==> src/rtl/msrv32_load_unit.sv <==
// -----------------------------------------------------------------------------
// msrv32_load_unit
//
// Load-data alignment and extension stage for the MS-RISCV32 write-back path.
// The raw 32-bit word returned by the AHB data bus is narrowed to the byte,
// halfword or word addressed by the load. The selection is then zero- or
// sign-extended to 32 bits and registered for the register-file write-back mux.
//
// Ports:
//   ms_riscv32_mp_clk_in    in   1  core clock, rising-edge active
//   ms_riscv32_mp_rst_in    in   1  asynchronous active-high reset
//   ahb_resp_in             in   1  0 = bus data valid (OKAY), 1 = not valid
//   ms_risc32_mp_dmdata_in  in  32  raw word read from data memory
//   iadder_out_1_to_0_in    in   2  low two bits of the load effective address
//   load_unsigned_in        in   1  1 = zero-extend, 0 = sign-extend
//   load_size_in            in   2  00 byte, 01 halfword, 1x word
//   lu_output_out           out 32  aligned/extended load result (registered)
//   lu_valid_out            out  1  pulses when lu_output_out was just updated
// -----------------------------------------------------------------------------
module msrv32_load_unit (
   input  logic        ms_riscv32_mp_clk_in,
   input  logic        ms_riscv32_mp_rst_in,
   input  logic        ahb_resp_in,
   input  logic [31:0] ms_risc32_mp_dmdata_in,
   input  logic [1:0]  iadder_out_1_to_0_in,
   input  logic        load_unsigned_in,
   input  logic [1:0]  load_size_in,
   output logic [31:0] lu_output_out,
   output logic        lu_valid_out
);

   logic [7:0]  byte_sel;
   logic [15:0] half_sel;
   logic [31:0] result;

   logic [31:0] lu_output_d;
   logic [31:0] lu_output_q;
   logic        lu_valid_d;
   logic        lu_valid_q;

   // Byte lane chosen directly by the two address bits.
   always_comb begin
      byte_sel = ms_risc32_mp_dmdata_in[7:0];
      case (iadder_out_1_to_0_in)
         2'b00:   byte_sel = ms_risc32_mp_dmdata_in[7:0];
         2'b01:   byte_sel = ms_risc32_mp_dmdata_in[15:8];
         2'b10:   byte_sel = ms_risc32_mp_dmdata_in[23:16];
         default: byte_sel = ms_risc32_mp_dmdata_in[31:24];
      endcase
   end

   // Halfword lane uses only address bit 1; a misaligned bit 0 is ignored
   // here, trapping is handled elsewhere in the core.
   always_comb begin
      half_sel = iadder_out_1_to_0_in[1] ? ms_risc32_mp_dmdata_in[31:16]
                                         : ms_risc32_mp_dmdata_in[15:0];
   end

   // Extension of the selected lane; word loads pass through untouched.
   always_comb begin
      result = ms_risc32_mp_dmdata_in;
      case (load_size_in)
         2'b00:   result = {{24{~load_unsigned_in & byte_sel[7]}}, byte_sel};
         2'b01:   result = {{16{~load_unsigned_in & half_sel[15]}}, half_sel};
         default: result = ms_risc32_mp_dmdata_in;
      endcase
   end

   // A bus response other than OKAY leaves the previous result in place and
   // suppresses the valid pulse.
   always_comb begin
      lu_output_d = lu_output_q;
      lu_valid_d  = 1'b0;
      if (!ahb_resp_in) begin
         lu_output_d = result;
         lu_valid_d  = 1'b1;
      end
   end

   always_ff @(posedge ms_riscv32_mp_clk_in or posedge ms_riscv32_mp_rst_in) begin
      if (ms_riscv32_mp_rst_in) begin
         lu_output_q <= 32'h0000_0000;
         lu_valid_q  <= 1'b0;
      end else begin
         lu_output_q <= lu_output_d;
         lu_valid_q  <= lu_valid_d;
      end
   end

   assign lu_output_out = lu_output_q;
   assign lu_valid_out  = lu_valid_q;

endmodule

==> config.mk <==
export PLATFORM = sky130hd
export DESIGN_NAME = msrv32_load_unit
export DESIGN_NICKNAME = d
export VERILOG_FILES = /design/src/rtl/msrv32_load_unit.sv
export SDC_FILE = /design/constraint.sdc
export NUM_CORES = 1
export LEC_CHECK = 0
export CORE_UTILIZATION = 45
export CTS_CLUSTER_DIAMETER = 100
export DETAILED_ROUTE_END_ITERATION = 8
export PLACE_DENSITY = 0.84
export SETUP_SLACK_MARGIN = 0.5
export SLEW_MARGIN = 20
export SYNTH_ARGS = -nofsm -noshare
export SYNTH_HDL_FRONTEND = slang
export SYNTH_SLANG_ARGS = --single-unit
==> constraint.sdc <==
create_clock -name ms_riscv32_mp_clk_in -period 1.2 [get_ports ms_riscv32_mp_clk_in]
set_input_delay 0.3 -clock ms_riscv32_mp_clk_in [delete_from_list [all_inputs] [get_ports ms_riscv32_mp_clk_in]]
set_output_delay 0.3 -clock ms_riscv32_mp_clk_in [all_outputs]
set_load 0.02 [all_outputs]
==> results.tsv, run 1 <==
stage	metric	value	unit
run_status	run status	aborted with a tool error	
run_status	stopping stage	global routing	
run_status	tool error	[ERROR DPL-0033] detailed placement checks failed during check placement.	
floorplanning	horizontal extent of the die	70.4	um
synth	register bit total from synthesis	33	
synth	EDFF count, synth	0	
synth	Seq/Total Area, Yosys	39.3	%
place	post-detail-place hpwl	4990	um
clock_tree	H-tree level count	2	
global_routing	initial antenna violation count	0	
synth	FFs w/ async S/R, synth	100	%
floorplanning	die extent in y	70.4	um
place	global placer's final weighted congestion	0.904	
synth	yosys warns	0	
clock_tree	number of clock sinks	33	
synth	count of mapped cells out of synthesis	215	
global_routing	largest net degree at the start of global routing	34	
sta	category of the worst endpoint	register data pin	
place	# port buffers	72	
synth	average size of a mapped cell	9.78	um^2
clock_tree	root buffer cell	sky130_fd_sc_hd__clkbuf_8	
synth	distinct cell type count of the synthesized netlist	39	
sta	final worst endpoint reported by repair_timing after global routing	lu_output_out[23]$_DFFE_PP0N_/D	
clock_tree	number of hold buffers added after cts	0	
clock_tree	clock tree buffer depth	2	
synth	Synth Cell Area	2100	um^2
floorplanning	Initial Util	47.6	%
floorplanning	I/O pin count	73	
synth	flip-flop cell with the highest count after synthesis	sky130_fd_sc_hd__dfrtp_1	
floorplanning	row count	24	
clock_tree	number of clock buffers inserted by TritonCTS	5	
synth	net count of the mapped netlist	255	
-- repair_timing --
item / in CTS
resized for setup: 303
buffers inserted: 16
endpoints found under the setup margin: 65
endpoints found under the hold margin: 0
pin swaps: 35
gates cloned: 6
-- through the flow --
step,instance area (um^2),worst slack (ns),util [%],setup TNS (ns),std cells
after detailed placement,3290,-0.818,74.4,-24.60,359
after global placement,3290,-0.758,74.4,-23.31,359
after floorplan,2300,-0.137,-,-2.85,215
after CTS,4050,-0.136,91.7,-2.29,389
-- Yosys cell counts, drive strengths merged (6+ instances only) --
cell type  number  share of area (%)
clkbuf          9                1.6
mux2            9                5.0
nand2          17                3.0
o31ai           6                2.1
dfrtp          33                 39
a211oi         13                4.6
a21oi          11                2.6
nor2b           8                2.4
inv            17                3.0
a221oi         28                 12
o22ai           7                2.1
buf            15                5.2
o32ai           6                2.5
a311oi          6                2.5
-- cells by family after synthesis --
| kind of cell | Yosys count | share of synthesized area, % |
|---|---|---|
| AOI/OAI and AO/OA | 92 | 35.3 |
| buffers and inverters | 42 | 9.99 |
| and+or+nand+nor | 39 | 10.4 |
| DFF | 33 | 39.3 |
| muxes | 9 | 5.00 |
==> run 2: changes to the inputs <==
--- a/config.mk
+++ b/config.mk
@@ -5,11 +5,9 @@
 export SDC_FILE = /design/constraint.sdc
 export NUM_CORES = 1
 export LEC_CHECK = 0
-export CORE_UTILIZATION = 45
-export CTS_CLUSTER_DIAMETER = 100
+export CORE_UTILIZATION = 35
 export DETAILED_ROUTE_END_ITERATION = 8
-export PLACE_DENSITY = 0.84
-export SETUP_SLACK_MARGIN = 0.5
+export PLACE_DENSITY_LB_ADDON = 0.15
 export SLEW_MARGIN = 20
 export SYNTH_ARGS = -nofsm -noshare
 export SYNTH_HDL_FRONTEND = slang
==> results.tsv, run 2 <==
stage	metric	value	unit	change
power_and_ir_drop	power density cells	1070	nW/um^2	
floorplanning	horizontal extent of the die	79.5	um	+13%
synth	average size of a mapped cell	9.78	um^2	unchanged
place	post-detail-place hpwl	4750	um	-4.8%
clock_tree	number of clock sinks	33		unchanged
drt	total via count in the routed design	2216		
synth	proportion of synthesized area in mux cells	5.00	%	unchanged
sta	final max-slew violation count	0		
clock_tree	H-tree level count	2		unchanged
clock_tree	clock tree buffer depth	2		unchanged
final_layout	number of antenna diodes	0		
final_layout	final net count	350		
clock_tree	TritonCTS clock tree	done		
clock_tree	root buffer cell	sky130_fd_sc_hd__clkbuf_8		
power_and_ir_drop	cell leakage power	0.00146	uW	
synth	largest family of logic cells by synthesized area	compound AO/OA/AOI/OAI gates		
drt	number of iterations in the first detailed-routing pass	4		
drt	first-iteration detailed-routing DRC count	165		
final_layout	flip-flop and latch area	826	um^2	
synth	Synth Area in Adders	0	%	unchanged
worst_setup_path	Crit Path Max Fanout	7		
synth	register bit total from synthesis	33		unchanged
synth	count of mapped cells out of synthesis	215		unchanged
place	cell area after placement	3210	um^2	-2.2%
worst_setup_path	arrival time of data at the critical path endpoint	1.34	ns	
clock_tree	number of clock buffers inserted by TritonCTS	5		unchanged
sta	share of the cycle needed by the critical path after routing	98.1	%	
synth	commonest cells in the synthesized netlist	33 x sky130_fd_sc_hd__dfrtp_1, 26 x sky130_fd_sc_hd__a221oi_1, 17 x sky130_fd_sc_hd__inv_1, 17 x sky130_fd_sc_hd__nand2_1, 13 x sky130_fd_sc_hd__a211oi_1		
final_layout	share of layout cells above drive strength 1	47.3	%	
worst_setup_path	critical path type	input pin to flop		
synth	EDFF count, synth	0		unchanged
synth	Area contributors post-synth	sky130_fd_sc_hd__dfrtp_1 39%, sky130_fd_sc_hd__a221oi_1 11%, sky130_fd_sc_hd__a211oi_1 4.6%		
floorplanning	die footprint	6320	um^2	
synth	Synth Cell Area	2100	um^2	unchanged
worst_setup_path	Critical R2R Capture	lu_output_out[29]		
drt	total wirelength of the detailed-routed design	6970	um	
synth	Post-Synth Simple-Gate Area	10.4	%	unchanged
drt	average wire per cell in the routed design	18.2	um	
power_and_ir_drop	Final Power	3690	uW	
drt	post-route ant nets	0		
floorplanning	total core area	5640	um^2	
sta	worst-margin pin slew	0.351	ns	
floorplanning	row count	27		+13%
run_status	run status	finished, final reports clean		
hold_path	end point of the most critical hold path	lu_output_out[15]		
synth	yosys warns	0		unchanged
global_routing	overall track demand over capacity in global routing	22.7	%	
clock_tree	number of hold buffers added after cts	0		unchanged
global_routing	highest-utilization routing layer at the global route stage	met2		
global_routing	met3 capacity usage during global routing	4.00	%	
synth	biggest area consumer among synthesized cells	sky130_fd_sc_hd__dfrtp_1		
clock_tree	clock edge transition at the registers on the reported setup and hold paths	0.07	ns	
synth	Seq/Total Area, Yosys	39.3	%	unchanged
global_routing	global-route wire length before repair	11000	um	
floorplanning	Initial Util	37.3	%	-10 points
final_layout	leading cell types in the layout, fill and taps excluded	38 x sky130_fd_sc_hd__buf_2, 33 x sky130_fd_sc_hd__dfrtp_1, 29 x sky130_fd_sc_hd__buf_4		
sta	clock skew	0	ns	
synth	FFs w/ async S/R, synth	100	%	unchanged
hold_path	source of the worst hold timing path	ms_risc32_mp_dmdata_in[15]		
synth	xor/xnor cell area share of the yosys netlist	0	%	unchanged
run	max cap viols	0		
final_layout	Area Overhead vs Synth	63.5	%	
sta	final setup vio count	0		
hold_path	Cells on Worst Hold Path	3		
worst_setup_path	WP data required	1.37	ns	
synth	Synth Area in Compound Gates	35.3	%	unchanged
final_layout	max reg flops	32		
sta	Rel. slew slack	76.5	%	
worst_setup_path	critical register-to-register path startpoint	lu_output_out[29]		
sta	Final Hold Viols	0		
hold_path	classification of the worst-slack hold path	input pin to flop		
worst_setup_path	endpoint kind of the worst setup timing path	flop		
place	global placer's final weighted congestion	0.877		-3.1%
synth	flip-flop cell with the highest count after synthesis	sky130_fd_sc_hd__dfrtp_1		
global_routing	initial antenna violation count	0		
synth	cell with the most instances after synthesis	sky130_fd_sc_hd__dfrtp_1		
worst_setup_path	Reg2Reg Setup Slack	0.38	ns	
synth	net count of the mapped netlist	255		unchanged
global_routing	largest net degree at the start of global routing	39		
place	# port buffers	72		unchanged
synth	area share of the largest cell type after synthesis	39.3	%	unchanged
final_layout	multi-input logic area	1400	um^2	
final_layout	post-route cell area	3440	um^2	
global_routing	via count of the first global-routing pass	2041		
global_routing	met2 usage	35.3	%	
floorplanning	die extent in y	79.5	um	+13%
clock_tree	clock latency at the later pin of the worst-skew pair	0.29	ns	
global_routing	residual overflow from global routing	0		
sta	highest achievable clock rate	849	MHz	
drt	number of remaining DRC errors	0		
worst_setup_path	startpoint type of the worst setup path	input pin		
power_and_ir_drop	Max rail drop VDD	0.538	mV	
synth	distinct cell type count of the synthesized netlist	39		unchanged
worst_setup_path	depth of the most critical reg-to-reg path	4		
sta	Tmin final	1.18	ns	
drt	ratio of routed vias to standard cells	5.79		
global_routing	global routing met1 resource utilization	31.9	%	
floorplanning	I/O pin count	73		unchanged
final_layout	layout filler cell count	481		
final_layout	most frequent standard cell in the layout excluding fill and tap cells	sky130_fd_sc_hd__buf_2		
sta	unrepaired setup endpoints after global routing	true		
-- run 2: cell counts after synthesis --
No cell type changed its count.
-- run 2: worst max-delay path by stage --
stage / startpoint / end / slack (ns) / depth (start not counted)
after floorplan: iadder_out_1_to_0_in[1] / lu_output_out[22] / -0.14 / 5
after global placement: load_size_in[1] / lu_output_out[30] / -0.78 / 4
final: ms_risc32_mp_dmdata_in[7] / lu_output_out[16] / 0.02 / 5
after global routing: ms_risc32_mp_dmdata_in[7] / lu_output_out[28] / -0.005 / 5
after CTS: load_unsigned_in / lu_output_out[12] / 0.008 / 6
after detailed placement: load_size_in[1] / lu_output_out[20] / -0.85 / 4
-- run 2: logic make-up after synthesis --
logic type / count (synthesis)
compound gates: 92
buf+inv: 42
simple gates: 39
mux: 9
flops: 33
-- run 2: worst max-delay path, cell delays in order --
cell and delay (ns):
sky130_fd_sc_hd__clkdlybuf4s15_1 0.18, sky130_fd_sc_hd__mux2_4 0.34, sky130_fd_sc_hd__buf_16 0.17, sky130_fd_sc_hd__a221oi_2 0.26, sky130_fd_sc_hd__a221oi_2 0.08
-- run 2: what timing repair did --
item / 4_1_cts / 5_1_grt
buffers inserted: 1 / 0
setup endpoints to repair: 65 / 20
pin swaps: 9 / 6
gates cloned: 2 / 0
resized for setup: 204 / 13
hold endpoints to repair: 0 / 0
-- run 2: per-stage QoR --
stage               util [%]  hold slack (ns)  setup WS (ns)  cells  setup TNS, ns
floorplan                  -            0.429         -0.137    215          -2.80
global placement        57.0            0.471         -0.783    373         -24.43
detailed placement      57.0            0.475         -0.848    373         -25.07
CTS                     60.1            0.353        0.00835    383              0
global route            61.0            0.344       -0.00535    383        -0.0102
finish                  61.0            0.337         0.0223    383              0
-- run 2: routing by layer --
metal  share of wire (%)  wire (um)  vias up
li1                    -          -     1041
met1                  45       3150     1089
met2                  48       3350       79
met3                 5.5        386        7
met4                 1.2         83        0
met5                   0          0        -
-- run 2: area by class of cell --
type | instances | area share, %
multi-input combinational | 140 | 40.6
timing repair buffer | 112 | 27.5
sequential | 33 | 24.0
tap | 72 | 2.62
clock buffer | 7 | 2.51
inverter | 18 | 1.96
clock inverter | 1 | 0.873
-- run 2: where the power goes --
| group | switching (uW) | internal (uW) |
|---|---|---|
| clock | 433 | 677 |
| combinational | 696 | 572 |
| sequential | 69.5 | 1240 |
| total | 1200 | 2490 |
Note: power is estimated with default switching activity, not from simulation.
==> run 3: changes to the inputs <==
--- a/config.mk
+++ b/config.mk
@@ -5,6 +5,7 @@
 export SDC_FILE = /design/constraint.sdc
 export NUM_CORES = 1
 export LEC_CHECK = 0
+export CORE_ASPECT_RATIO = 1.2
 export CORE_UTILIZATION = 35
 export DETAILED_ROUTE_END_ITERATION = 8
 export PLACE_DENSITY_LB_ADDON = 0.15
==> results.tsv, run 3 (synthesis results as in run 2) <==
stage	metric	value	unit	change
clock_tree	clock tree buffer depth	2		unchanged
floorplanning	die extent in y	86.9	um	+9.3%
power_and_ir_drop	Max rail drop VDD	0.505	mV	-6.0%
clock_tree	number of clock sinks	33		unchanged
place	post-detail-place hpwl	4800	um	+1.0%
global_routing	global-route wire length before repair	11900	um	+8.6%
sta	share of the cycle needed by the critical path after routing	105	%	+7.1 points
sta	highest achievable clock rate	792	MHz	-6.7%
floorplanning	row count	30		+11%
worst_setup_path	startpoint type of the worst setup path	input pin		
place	cell area after placement	3300	um^2	+2.7%
run	max cap viols	0		unchanged
global_routing	via count of the first global-routing pass	2349		+15%
hold_path	classification of the worst-slack hold path	input pin to flop		
final_layout	final net count	366		+4.6%
run_status	run status	finished with violations		
final_layout	layout filler cell count	480		-0.21%
final_layout	most frequent standard cell in the layout excluding fill and tap cells	sky130_fd_sc_hd__buf_4		
place	# port buffers	72		unchanged
power_and_ir_drop	cell leakage power	0.00157	uW	+7.1%
power_and_ir_drop	power density cells	993	nW/um^2	-7.5%
worst_setup_path	Top Family by Delay on Critical Path	buffers and inverters		
floorplanning	Initial Util	36.6	%	-0.66 points
worst_setup_path	depth of the most critical reg-to-reg path	3		-1
sta	clock skew	0	ns	unchanged
worst_setup_path	critical register-to-register path startpoint	lu_output_out[26]		
final_layout	leading cell types in the layout, fill and taps excluded	39 x sky130_fd_sc_hd__buf_4, 37 x sky130_fd_sc_hd__buf_2, 33 x sky130_fd_sc_hd__dfrtp_1		
drt	first-iteration detailed-routing DRC count	136		-18%
global_routing	residual overflow from global routing	0		unchanged
run_status	failing checks	setup timing		
clock_tree	number of hold buffers added after cts	0		unchanged
drt	number of remaining DRC errors	0		unchanged
global_routing	largest net degree at the start of global routing	52		+33%
floorplanning	die footprint	6320	um^2	about the same
sta	Tmin final	1.26	ns	+0.0851 ns
final_layout	max reg flops	32		unchanged
global_routing	met2 usage	40.9	%	+5.6 points
sta	worst-margin pin slew	0.428	ns	+0.0766 ns
worst_setup_path	first element of the critical path	iadder_out_1_to_0_in[1]		
place	global placer's final weighted congestion	0.890		+1.5%
floorplanning	I/O pin count	73		unchanged
worst_setup_path	crit path buf inv count	3		+1
clock_tree	clock edge transition at the registers on the reported setup and hold paths	0.07	ns	about the same
sta	unrepaired setup endpoints after global routing	true		
sta	Rel. slew slack	71.5	%	-5.1 points
clock_tree	H-tree level count	2		unchanged
worst_setup_path	WP data required	1.36	ns	about the same
drt	ratio of routed vias to standard cells	5.56		-3.9%
clock_tree	root buffer cell	sky130_fd_sc_hd__clkbuf_8		
final_layout	Area Overhead vs Synth	76.5	%	
final_layout	number of antenna diodes	0		unchanged
worst_setup_path	critical path type	input pin to flop		
clock_tree	TritonCTS clock tree	done		
sta	final worst-path setup slack	-0.0627	ns	-0.0851 ns
global_routing	global routing met1 resource utilization	32.8	%	+0.86 points
place	placement-stage worst setup slack	-0.858	ns	-0.0105 ns
worst_setup_path	cell depth of the worst setup path	6		+1
drt	number of iterations in the first detailed-routing pass	4		unchanged
sta	final max-slew violation count	0		unchanged
worst_setup_path	arrival time of data at the critical path endpoint	1.42	ns	+0.08 ns
worst_setup_path	endpoint kind of the worst setup timing path	flop		
worst_setup_path	Slowest cell on crit path	sky130_fd_sc_hd__a32oi_4		
worst_setup_path	Crit Path Max Fanout	8		+1
drt	total via count in the routed design	2263		+2.1%
drt	average wire per cell in the routed design	18.4	um	+1.0%
worst_setup_path	maximum single-stage delay on the critical path	0.32	ns	-0.02 ns
hold_path	source of the worst hold timing path	ms_risc32_mp_dmdata_in[15]		
sta	Final Hold Viols	0		unchanged
drt	post-route ant nets	0		unchanged
global_routing	initial antenna violation count	0		unchanged
floorplanning	total core area	5740	um^2	+1.8%
worst_setup_path	worst-path cell chain	buf_8 > buf_6 > mux2_4 > a32oi_4 > clkbuf_16 > a221oi_2		
final_layout	share of layout cells above drive strength 1	52.6	%	+5.3 points
hold_path	Cells on Worst Hold Path	3		unchanged
global_routing	highest-utilization routing layer at the global route stage	met2		
clock_tree	number of clock buffers inserted by TritonCTS	5		unchanged
final_layout	multi-input logic area	1530	um^2	+9.8%
floorplanning	horizontal extent of the die	72.8	um	-8.5%
final_layout	flip-flop and latch area	826	um^2	unchanged
global_routing	met3 capacity usage during global routing	3.24	%	-0.76 points
final_layout	post-route cell area	3710	um^2	+7.9%
sta	final setup vio count	16		+16
drt	total wirelength of the detailed-routed design	7480	um	+7.3%
global_routing	overall track demand over capacity in global routing	24.8	%	+2.0 points
clock_tree	clock latency at the later pin of the worst-skew pair	0.29	ns	about the same
==> run 3: changes by cell type in the layout (fill, tap and decap cells not counted), sizes merged <==
cell           delta
clkbuf            +1
clkdlybuf4s15     +1
bufinv            -1
dlygate4sd2       +2
buf              +14
clkinv            +1
clkdlybuf4s50     -2
==> run 3: area by class of cell <==
type                       instances  area share [%]
timing repair buffer             128            29.3
inverter                          18            1.82
tap                               80            2.70
clock buffer                       7            2.60
clock inverter                     1           0.135
sequential                        33            22.2
multi-input combinational        140            41.3
==> run 3: metrics by stage <==
| step | TNS (ns) | total power [uW] | hold WS, ns | utilization, % | cells |
|---|---|---|---|---|---|
| after floorplan | -2.80 | 1970 | 0.429 | - | 215 |
| after global placement | -25.10 | 2620 | 0.467 | 57.5 | 393 |
| after detailed placement | -25.34 | 2620 | 0.460 | 57.5 | 393 |
| after CTS | -0.668 | 3630 | 0.364 | 63.2 | 407 |
| after global routing | -0.868 | 3840 | 0.370 | 64.6 | 407 |
| final | -0.567 | 3690 | 0.330 | 64.6 | 407 |
==> run 3: repair_timing <==
action                                 CTS  global route
resized for setup                      224            19
endpoints found under the hold margin    0             0
pin swaps                               12             9
gates cloned                             4             0
buffers inserted                         2             0
setup endpoints to repair               65            29
==> run 3: per-layer routing <==
layer	share of wire, %	wire length, um
met5	0	0
met4	1.9	139
met3	4.5	337
met2	50	3710
met1	44	3290
==> run 3: path summary, 6_finish.rpt <==
check / slack [ns] / endpoint
worst min register to register: 0.48 / lu_output_out[2]
min in group asynchronous: 0.34 / lu_output_out[21]
worst max register to register: 0.33 / lu_output_out[26]
worst max-delay path: -0.06 / lu_output_out[27]
max in group asynchronous: 0.67 / lu_output_out[4]
worst min-delay path: 0.33 / lu_output_out[15]
==> run 3: power breakdown <==
| group | switching, uW | leakage, uW | internal [uW] |
|---|---|---|---|
| clock | 447 | 0.0000542 | 519 |
| sequential | 73.0 | 0.000398 | 1240 |
| combinational | 761 | 0.00111 | 643 |
| total | 1280 | 0.00157 | 2400 |
==> run 3: worst register-to-register path, stage by stage, from the launching register on <==
cell                       delay (ns)
sky130_fd_sc_hd__dfrtp_1         0.37
sky130_fd_sc_hd__buf_4           0.12
sky130_fd_sc_hd__inv_1           0.04
sky130_fd_sc_hd__a221oi_2        0.25
==> run 4: changes to the inputs <==
==> constraint.sdc (replaced) <==
create_clock -name ms_riscv32_mp_clk_in -period 1.5 [get_ports ms_riscv32_mp_clk_in]
set_input_delay 0.375 -clock ms_riscv32_mp_clk_in [delete_from_list [all_inputs] [get_ports ms_riscv32_mp_clk_in]]
set_output_delay 0.375 -clock ms_riscv32_mp_clk_in [all_outputs]
set_load 0.02 [all_outputs]
==> results.tsv, run 4 (synthesis results as in run 2) <==
stage	metric	value	unit	change
global_routing	overall track demand over capacity in global routing	23.1	%	-1.6 points
place	global placer's final weighted congestion	0.867		-2.6%
global_routing	residual overflow from global routing	0		unchanged
sta	final setup vio count	0		-16
final_layout	max reg flops	32		unchanged
drt	first-iteration detailed-routing DRC count	170		+25%
worst_setup_path	startpoint type of the worst setup path	input pin		
floorplanning	die footprint	6320	um^2	unchanged
final_layout	leading cell types in the layout, fill and taps excluded	38 x sky130_fd_sc_hd__dlygate4sd2_1, 33 x sky130_fd_sc_hd__dfrtp_1, 29 x sky130_fd_sc_hd__clkdlybuf4s50_1		
final_layout	final net count	354		-3.3%
floorplanning	I/O pin count	73		unchanged
place	placement-stage worst setup slack	-0.634	ns	+0.224 ns
place	post-detail-place hpwl	4700	um	-2.1%
sta	final max-slew violation count	0		unchanged
run_status	run status	finished, final reports clean		
run	max cap viols	0		unchanged
global_routing	global-route wire length before repair	11100	um	-6.8%
power_and_ir_drop	power density cells	834	nW/um^2	-16%
global_routing	via count of the first global-routing pass	2245		-4.4%
floorplanning	row count	30		unchanged
clock_tree	clock edge transition at the registers on the reported setup and hold paths	0.07	ns	about the same
clock_tree	root buffer cell	sky130_fd_sc_hd__clkbuf_8		
worst_setup_path	Crit Path Max Fanout	7		-1
drt	ratio of routed vias to standard cells	5.72		+2.9%
final_layout	post-layout instance count excluding filler cells	395		-2.9%
worst_setup_path	maximum single-stage delay on the critical path	0.24	ns	-0.08 ns
place	cell area after placement	3060	um^2	-7.2%
final_layout	post-route cell area	3580	um^2	-3.7%
power_and_ir_drop	cell leakage power	0.00151	uW	-3.6%
clock_tree	clock tree buffer depth	2		unchanged
worst_setup_path	first element of the critical path	load_size_in[1]		
clock_tree	H-tree level count	2		unchanged
sta	clock skew	0	ns	unchanged
sta	worst-margin pin slew	0.412	ns	-0.0156 ns
worst_setup_path	WP data required	1.69	ns	+0.33 ns
power_and_ir_drop	Final Power	2980	uW	-19%
hold_path	classification of the worst-slack hold path	input pin to asynchronous set/reset pin		
final_layout	share of layout cells above drive strength 1	31.4	%	-21 points
final_layout	number of antenna diodes	0		unchanged
place	# port buffers	72		unchanged
clock_tree	number of clock buffers inserted by TritonCTS	5		unchanged
place	number of cells in the design after placement	373		-5.1%
worst_setup_path	endpoint kind of the worst setup timing path	flop		
floorplanning	Initial Util	36.6	%	unchanged
final_layout	most frequent standard cell in the layout excluding fill and tap cells	sky130_fd_sc_hd__dlygate4sd2_1		
floorplanning	die extent in y	86.9	um	unchanged
sta	Rel. slew slack	72.3	%	+0.88 points
sta	highest achievable clock rate	680	MHz	
worst_setup_path	Slowest cell on crit path	sky130_fd_sc_hd__dlygate4sd2_1		
floorplanning	horizontal extent of the die	72.8	um	unchanged
global_routing	initial antenna violation count	0		unchanged
drt	average wire per cell in the routed design	18.2	um	-0.97%
worst_setup_path	arrival time of data at the critical path endpoint	1.66	ns	+0.24 ns
drt	number of remaining DRC errors	0		unchanged
worst_setup_path	crit path buf inv count	5		+2
drt	total via count in the routed design	2261		-0.088%
clock_tree	number of clock sinks	33		unchanged
clock_tree	clock latency at the later pin of the worst-skew pair	0.29	ns	about the same
sta	Final Hold Viols	0		unchanged
drt	post-route ant nets	0		unchanged
worst_setup_path	critical path type	input pin to flop		
worst_setup_path	CP dominant cell by count	sky130_fd_sc_hd__buf_6		
sta	final worst-path setup slack	0.0292	ns	+0.0920 ns
global_routing	largest net degree at the start of global routing	42		-19%
sta	Tmin final	1.47	ns	
worst_setup_path	Top Family by Delay on Critical Path	buffers and inverters		
final_layout	final standard cell utilization of the core	62.3	%	-2.4 points
worst_setup_path	worst-path cell chain	dlygate4sd2_1 > buf_6 > buf_6 > nor3_4 > buf_6 > buf_4 > a221oi_2 > a221oi_2		
worst_setup_path	critical register-to-register path startpoint	lu_output_out[16]		
drt	number of iterations in the first detailed-routing pass	4		unchanged
sta	share of the cycle needed by the critical path after routing	98.1	%	
clock_tree	TritonCTS clock tree	done		
drt	total wirelength of the detailed-routed design	7190	um	-3.9%
final_layout	Area Overhead vs Synth	70.0	%	
power_and_ir_drop	Max rail drop VDD	0.531	mV	+5.2%
floorplanning	total core area	5740	um^2	unchanged
run 4: layer usage:
| metal | track usage [%] | wire (um) | vias up |
|---|---|---|---|
| met4 | 9.98 | 125 | 0 |
| met5 | 0 | 0 | - |
| met1 | 28.3 | 2950 | 1099 |
| li1 | - | - | 1050 |
| met3 | 4.63 | 464 | 11 |
| met2 | 39.3 | 3650 | 101 |
run 4: layout make-up:
class	count	area, um^2
Inverter	18	71.3
Tap cell	80	100
Fill cell	501	2170
Sequential cell	33	826
Timing Repair Buffer	116	1150
Clock buffer	7	86.3
Clock inverter	1	30.0
Multi-Input combinational cell	140	1310
run 4: power by group:
| part | total, uW | internal (uW) | switching (uW) |
|---|---|---|---|
| Combinational | 1040 | 489 | 556 |
| Clock | 889 | 542 | 347 |
| Sequential | 1050 | 994 | 54.6 |
| Total | 2980 | 2020 | 957 |
run 4: stage by stage:
step	hold slack, ns	setup TNS [ns]
6_report	0.429	0
5_1_grt	0.445	-0.0498
4_1_cts	0.439	0
3_5_place_dp	0.474	-16.33
3_3_place_gp	0.472	-15.83
2_1_floorplan	0.504	0
run 4: final timing paths:
path / end / slack [ns] / cells after the start
worst max-delay path: lu_output_out[19] / 0.03 / 8
worst min-delay path: lu_output_out[24] / 0.43 / 3
worst min register to register: lu_output_out[1] / 0.48 / 2
min in group ms_riscv32_mp_clk_in: lu_output_out[1] / 0.48 / 2
max in group asynchronous: lu_output_out[19] / 0.89 / 3
worst max register to register: lu_output_out[16] / 0.72 / 2
run 4: repair_timing:
item	CTS	global route
endpoints found under the hold margin	0	0
pin swaps	14	8
buffers inserted	7	4
hold buffers	0	0
setup endpoints to repair	65	30
gates resized for setup	61	37
gates cloned	3	1
run 4: tightest hold or removal path: stages:
cell	delay, ns
sky130_fd_sc_hd__clkdlybuf4s50_1	0.39
sky130_fd_sc_hd__inv_1	0.09
sky130_fd_sc_hd__buf_12	0.22
